File: config.mk
export PLATFORM = sky130hd
export DESIGN_NAME = joy2quad_multi
export DESIGN_NICKNAME = d
export VERILOG_FILES = /design/src/rtl/joy2quad_pkg.sv /design/src/rtl/joy2quad_chan.sv /design/src/rtl/joy2quad_multi.sv
export SDC_FILE = /design/constraint.sdc
export NUM_CORES = 1
export LEC_CHECK = 0
export BUFFER_PORTS_ARGS = -buffer_cell sky130_fd_sc_hd__buf_2
export CAP_MARGIN = 20
export CORE_UTILIZATION = 60
export CTS_CLUSTER_SIZE = 40
export DETAILED_ROUTE_END_ITERATION = 10
export HOLD_SLACK_MARGIN = 0.12
export PLACE_DENSITY = 0.81
export SYNTH_ARGS = -nofsm -noshare
export SYNTH_HDL_FRONTEND = slang
export SYNTH_SLANG_ARGS = --single-unit
File: constraint.sdc
create_clock -name CLK -period 4.2 [get_ports CLK]
set_input_delay 0.42 -clock CLK [delete_from_list [all_inputs] [get_ports CLK]]
set_output_delay 0.42 -clock CLK [all_outputs]
set_load 0.03 [all_outputs]
File: src/rtl/joy2quad_pkg.sv
// Shared types and quadrature phase helpers for the multi-channel steering encoder.
package joy2quad_pkg;

  typedef logic [1:0] quad_phase_t;

  typedef enum logic {
    IDLE = 1'b0,
    HOLD = 1'b1
  } chan_state_t;

  // Forward order {A,B}: 00 -> 01 -> 11 -> 10 -> 00
  function automatic quad_phase_t quad_next(input quad_phase_t phase);
    quad_phase_t res;
    unique case (phase)
      2'b00:   res = 2'b01;
      2'b01:   res = 2'b11;
      2'b11:   res = 2'b10;
      default: res = 2'b00;
    endcase
    return res;
  endfunction

  function automatic quad_phase_t quad_prev(input quad_phase_t phase);
    quad_phase_t res;
    unique case (phase)
      2'b00:   res = 2'b10;
      2'b10:   res = 2'b11;
      2'b11:   res = 2'b01;
      default: res = 2'b00;
    endcase
    return res;
  endfunction

endpackage

File: src/rtl/joy2quad_chan.sv
// One steering channel: hold/repeat FSM with period ramp, quadrature phase,
// last-step direction and a one-cycle step strobe.
module joy2quad_chan
  import joy2quad_pkg::*;
#(
  parameter int PERIOD_W   = 5,
  parameter int MAX_PERIOD = 16,
  parameter int MIN_PERIOD = 2
) (
  input  logic       CLK,
  input  logic       Reset_n,
  input  logic       tick,
  input  logic       accel_en,
  input  logic       left,
  input  logic       right,
  output logic [1:0] steer,
  output logic       dir,
  output logic       step_pulse
);

  localparam logic [PERIOD_W-1:0] MAX_P = PERIOD_W'(MAX_PERIOD);
  localparam logic [PERIOD_W-1:0] MIN_P = PERIOD_W'(MIN_PERIOD);

  chan_state_t         state_q, state_d;
  logic [PERIOD_W-1:0] period_q, period_d;
  logic [PERIOD_W-1:0] cnt_q, cnt_d;
  logic [PERIOD_W-1:0] period_acc;
  quad_phase_t         phase_q, phase_d;
  logic                dir_q, dir_d;
  logic                step;
  logic                fwd, rev, same_dir;

  assign fwd      = right & ~left;
  assign rev      = left & ~right;
  // While in HOLD, dir_q is the latched held direction.
  assign same_dir = dir_q ? fwd : rev;
  assign period_acc = (accel_en && (period_q > MIN_P)) ? (period_q - PERIOD_W'(1)) : period_q;

  always_comb begin
    state_d  = state_q;
    period_d = period_q;
    cnt_d    = cnt_q;
    phase_d  = phase_q;
    dir_d    = dir_q;
    step     = 1'b0;
    if (tick) begin
      unique case (state_q)
        IDLE: begin
          if (fwd || rev) begin
            step    = 1'b1;
            dir_d   = fwd;
            state_d = HOLD;
          end else begin
            period_d = MAX_P;
          end
        end
        HOLD: begin
          if (!same_dir) begin
            state_d  = IDLE;
            period_d = MAX_P;
          end else if (cnt_q == '0) begin
            step = 1'b1;
          end else begin
            cnt_d = cnt_q - PERIOD_W'(1);
          end
        end
        default: state_d = IDLE;
      endcase
    end
    if (step) begin
      phase_d  = dir_d ? quad_next(phase_q) : quad_prev(phase_q);
      period_d = period_acc;
      cnt_d    = period_acc - PERIOD_W'(1);
    end
  end

  always_ff @(posedge CLK or negedge Reset_n) begin
    if (!Reset_n) begin
      state_q    <= IDLE;
      period_q   <= MAX_P;
      cnt_q      <= '0;
      phase_q    <= 2'b00;
      dir_q      <= 1'b0;
      step_pulse <= 1'b0;
    end else begin
      state_q    <= state_d;
      period_q   <= period_d;
      cnt_q      <= cnt_d;
      phase_q    <= phase_d;
      dir_q      <= dir_d;
      step_pulse <= step;
    end
  end

  assign steer = phase_q;
  assign dir   = dir_q;

endmodule

File: src/rtl/joy2quad_multi.sv
// Multi-channel joystick-to-quadrature steering encoder: one shared runtime
// prescaler feeding NUM_CH independent channel FSMs.
module joy2quad_multi
  import joy2quad_pkg::*;
#(
  parameter int NUM_CH     = 2,
  parameter int DIV_W      = 16,
  parameter int PERIOD_W   = 5,
  parameter int MAX_PERIOD = 16,
  parameter int MIN_PERIOD = 2
) (
  input  logic                CLK,
  input  logic                Reset_n,
  input  logic [DIV_W-1:0]    clkdiv,
  input  logic                accel_en,
  input  logic [NUM_CH-1:0]   left,
  input  logic [NUM_CH-1:0]   right,
  output logic [2*NUM_CH-1:0] steer,
  output logic [NUM_CH-1:0]   dir,
  output logic [NUM_CH-1:0]   step_pulse
);

  if (NUM_CH < 1 || NUM_CH > 8 || MIN_PERIOD < 1 || MIN_PERIOD > MAX_PERIOD ||
      MAX_PERIOD >= (1 << PERIOD_W)) begin : g_bad_params
    $error("joy2quad_multi: illegal NUM_CH/MIN_PERIOD/MAX_PERIOD/PERIOD_W combination");
  end

  logic [DIV_W-1:0] div_cnt;
  logic             tick;

  // >= rather than == so lowering clkdiv below the count ticks on the next edge.
  assign tick = (div_cnt >= clkdiv);

  always_ff @(posedge CLK or negedge Reset_n) begin
    if (!Reset_n) begin
      div_cnt <= '0;
    end else if (tick) begin
      div_cnt <= '0;
    end else begin
      div_cnt <= div_cnt + DIV_W'(1);
    end
  end

  for (genvar i = 0; i < NUM_CH; i++) begin : g_chan
    joy2quad_chan #(
      .PERIOD_W  (PERIOD_W),
      .MAX_PERIOD(MAX_PERIOD),
      .MIN_PERIOD(MIN_PERIOD)
    ) u_chan (
      .CLK       (CLK),
      .Reset_n   (Reset_n),
      .tick      (tick),
      .accel_en  (accel_en),
      .left      (left[i]),
      .right     (right[i]),
      .steer     (steer[2*i+1:2*i]),
      .dir       (dir[i]),
      .step_pulse(step_pulse[i])
    );
  end

endmodule

==> metrics.md <==
| Metric | Value |
|---|---|
| Final setup fails | 0 |
| Commonest cells in the netlist | dfrtp_1 (44), nor2_1 (38), nand2_1 (35) |
| Fraction of registers with async set or reset after synthesis | 100.0% |
| Tcrit/Tclk final | 90.09% |
| Yosys cell types | 54 |
| Die height | 75.61 µm |
| Post-route ant nets | 0 |
| EDFF count, synth | 0 |
| Cell Rows | 26 |
| Synth top area cells | dfrtp_1 (34%), ha_1 (10%), nor2_1 (4.4%) |
| VDD IR max | 0.3008 mV |
| CTS Hold Bufs | 0 |
| DR DRC count | 0 |
| Critical path class | flop to flop |
| Die Footprint | 5716 µm² |
| Nets | 455 |
| Final hold slack | 0.1214 ns |
| Critical path cell sequence | ha_1 > nand4_2 > or4_1 > or3_1 > a311oi_2 > buf_4 > nand2_1 > o21ai_0 > ha_1 > nand4bb_1 > xnor2_1 > a32oi_1 > o22a_1 |
| Drt wl/cell | 14.43 µm |
| Largest stage delay, worst path | 0.56 ns |
| Number of vias per cell | 5.866 |
| Synth area leader | dfrtp_1 |
| Pwr dens | 578.0 nW/µm² |
| Design Area, Final | 3550 µm² |
| CTS H-tree lvls | 2 |
| Final wirelength | 6.869 mm |
| Leakage | 1.663 nW |
| Post-route minimum period | 3.784 ns |
| Fin Setup TNS | 0 ns |
| Ys flop type | dfrtp_1 |
| Status | complete, no violations |
| IO Port Bufs | 30 |
| Placed Area | 3442 µm² |
| Post-synth top area share | 33.87% |
| Vias post-DR | 2792 |
| Clock latency on the worst-skew pair | 0.30 ns |
| Register area | 1154 µm² |
| First-pass GRT wire length | 11.79 mm |
| Antenna Cells | 0 |
| Layout Skew | 0.01220 ns |
| CP startpoint kind | flop |
| Post-route setup slack | 0.4162 ns |
| Overall Global Routing Usage | 27.03% |
| Post-CTS Setup Inserts | 0 |
| Initial DRC count | 180 |
| Fin. max-slew vios | 0 |
| Pre-CTS setup slack | 0.3442 ns |
| Count leader, synth | dfrtp_1 |
| Most used cell along the critical path | ha_1 |
| Rel. slew slack | 49.10% |
| Unrepaired setup endpoints after global routing | no |
| Grt total ovfl | 0 |
| TritonCTS clock tree | built |
| Register-to-Register Path Depth | 13 |
| Crit end category | flop |
| Flop and latch count out of synthesis | 46 |
| Seq/Total Area, Yosys | 35.49% |
| Starting Density | 62.84% |
| Largest net degree at the start of global routing | 47 |
| Tightest Pin Transition | 0.7442 ns |
| Power Total | 2.052 mW |
| Ys Warns | 0 |
| Multi-input logic area | 1889 µm² |
| Vias in the first global route | 2673 |
| Post-Syn Area per Cell | 8.622 µm² |
| CTS Buf Count | 5 |
| Slowest-stage cell, CP | or4_1 |
| WP data arrival | 3.96 ns |
| CTS Sinks | 46 |
| Antenna violations before repair | 0 |
| Worst EP required | 4.38 ns |
| Clock transition at path regs | 0.09 ns |
| Clock Path Buffers | 2 |
| Pre-antenna DRT Iters | 4 |
| Worst hold path class | input pin to async pin |
| Post-CTS resize count | 0 |
| Synth Cell Area | 3251 µm² |
| Crit Path Max Fanout | 11 |
| Die Width | 75.61 µm |
| Syn Inst Count | 377 |
| Filler cells | 416 |
| Area growth syn-to-layout | 9.199% |
| Post-DP HPWL | 5.160 mm |
| F_max | 264.3 MHz |
| Max cap viols | 0 |
| Final hold viol count | 0 |
| Clock root buffer master | clkbuf_8 |
| Mapped Nets | 427 |
| Final Wtd Congestion | 0.8832 |
| Top Ports | 31 |
| Proportion of layout cells with a drive suffix above 1 | 13.05% |
| Core area | 5172 µm² |
==> placed cells by master (no fill, tap or decap), types with 2 or more instances in the layout <==
cell type  netlist  final
nand2b_1         6      6
nor2_1          38     38
a211oi_1         2      2
nand2_1         35     35
or2_2            5      5
ha_1            27     27
nor3_1           9      9
a32oi_1          2      2
o31ai_1          4      4
nand4_1          6      6
o21ai_0         14     14
xnor2_1          9      9
mux2i_1          9      9
clkbuf_8         0      5
o22ai_1          2      2
buf_2            1     30
buf_4            5      5
nor4b_1          2      2
and3_1           6      6
o32ai_1          2      2
o211ai_1         8      8
o21a_1           4      4
xor2_1          10     10
dfstp_2          2      2
and2_1           2      2
inv_1           33     33
dfrtp_1         44     44
clkbuf_1         7      3
a21oi_1         27     27
or3_1            6      6
nand4bb_1        2      2
a31o_2           2      2
a221oi_1         3      3
nor2b_1          5      5
a31oi_1          8      8
nand3_1          9      9
a2bb2oi_1        2      2
a311oi_2         2      2
==> sequential cells by signal, summed over array words and instances, names as in the netlist <==
register	cells
g_chan.u_chan.steer	4
g_chan.u_chan.state_q	2
g_chan.u_chan.dir	2
g_chan.u_chan.period_q	10
g_chan.u_chan.step_pulse	2
g_chan.u_chan.cnt_q	10
div_cnt	16
==> layout make-up <==
class                           count  share of cell area [%]
Clock buffer                        8                   2.256
Inverter                           33                   3.490
Multi-Input combinational cell    283                   53.23
Sequential cell                    46                   32.50
Tap cell                           70                   2.467
Timing Repair Buffer               36                   6.063
==> kinds of logic after synthesis <==
family          share of synthesized area [%]
simple gates                            20.52
compound gates                          19.32
xor+xnor                                5.119
mux                                     2.771
fa+ha+maj                               10.39
buf+inv                                 6.390
flops                                   35.49
==> where the power goes <==
part           switching [mW]  internal [mW]
clock network           0.145          0.119
registers               0.188          0.603
logic                   0.579          0.418
==> metal layers <==
metal | up-vias | share of wire [%] | routed length [µm] | track usage (%)
li1 | 1394 | - | - | -
met1 | 1328 | 47 | 3230 | 36.09
met2 | 66 | 49 | 3360 | 46.23
met3 | 4 | 3.4 | 235 | 4.365
met4 | 0 | 0.61 | 42 | 6.379
met5 | - | 0 | 0 | 0
==> critical path, delay by kind of cell (launching register included) <==
kind,cells,cell delay [ns]
and+or+nand+nor,5,1.42
AOI/OAI and AO/OA,4,0.85
adders and majority gates,2,0.56
DFF,1,0.43
buffers and inverters,1,0.22
xor gates and xnor gates,1,0.20
==> metrics by stage <==
step / util (%) / instances
after global placement: 66.55 / 467
after global routing: 68.63 / 476
after detailed placement: 66.55 / 467
after CTS: 68.09 / 475
after floorplan: - / 377
final: 68.63 / 476
==> path summary, 6_finish.rpt <==
path	startpoint	to	slack, ns
hold reg to reg	div_cnt[0]	div_cnt[0]	0.52
min in group CLK	div_cnt[0]	div_cnt[0]	0.52
setup / recovery	div_cnt[13]	g_chan[1].u_chan.cnt_q[4]	0.42
hold / removal	Reset_n	g_chan[0].u_chan.steer[0]	0.12
setup reg to reg	div_cnt[13]	g_chan[1].u_chan.cnt_q[4]	0.42
max in group asynchronous	Reset_n	g_chan[0].u_chan.cnt_q[3]	3.56
(Power assumes the default switching activity.)
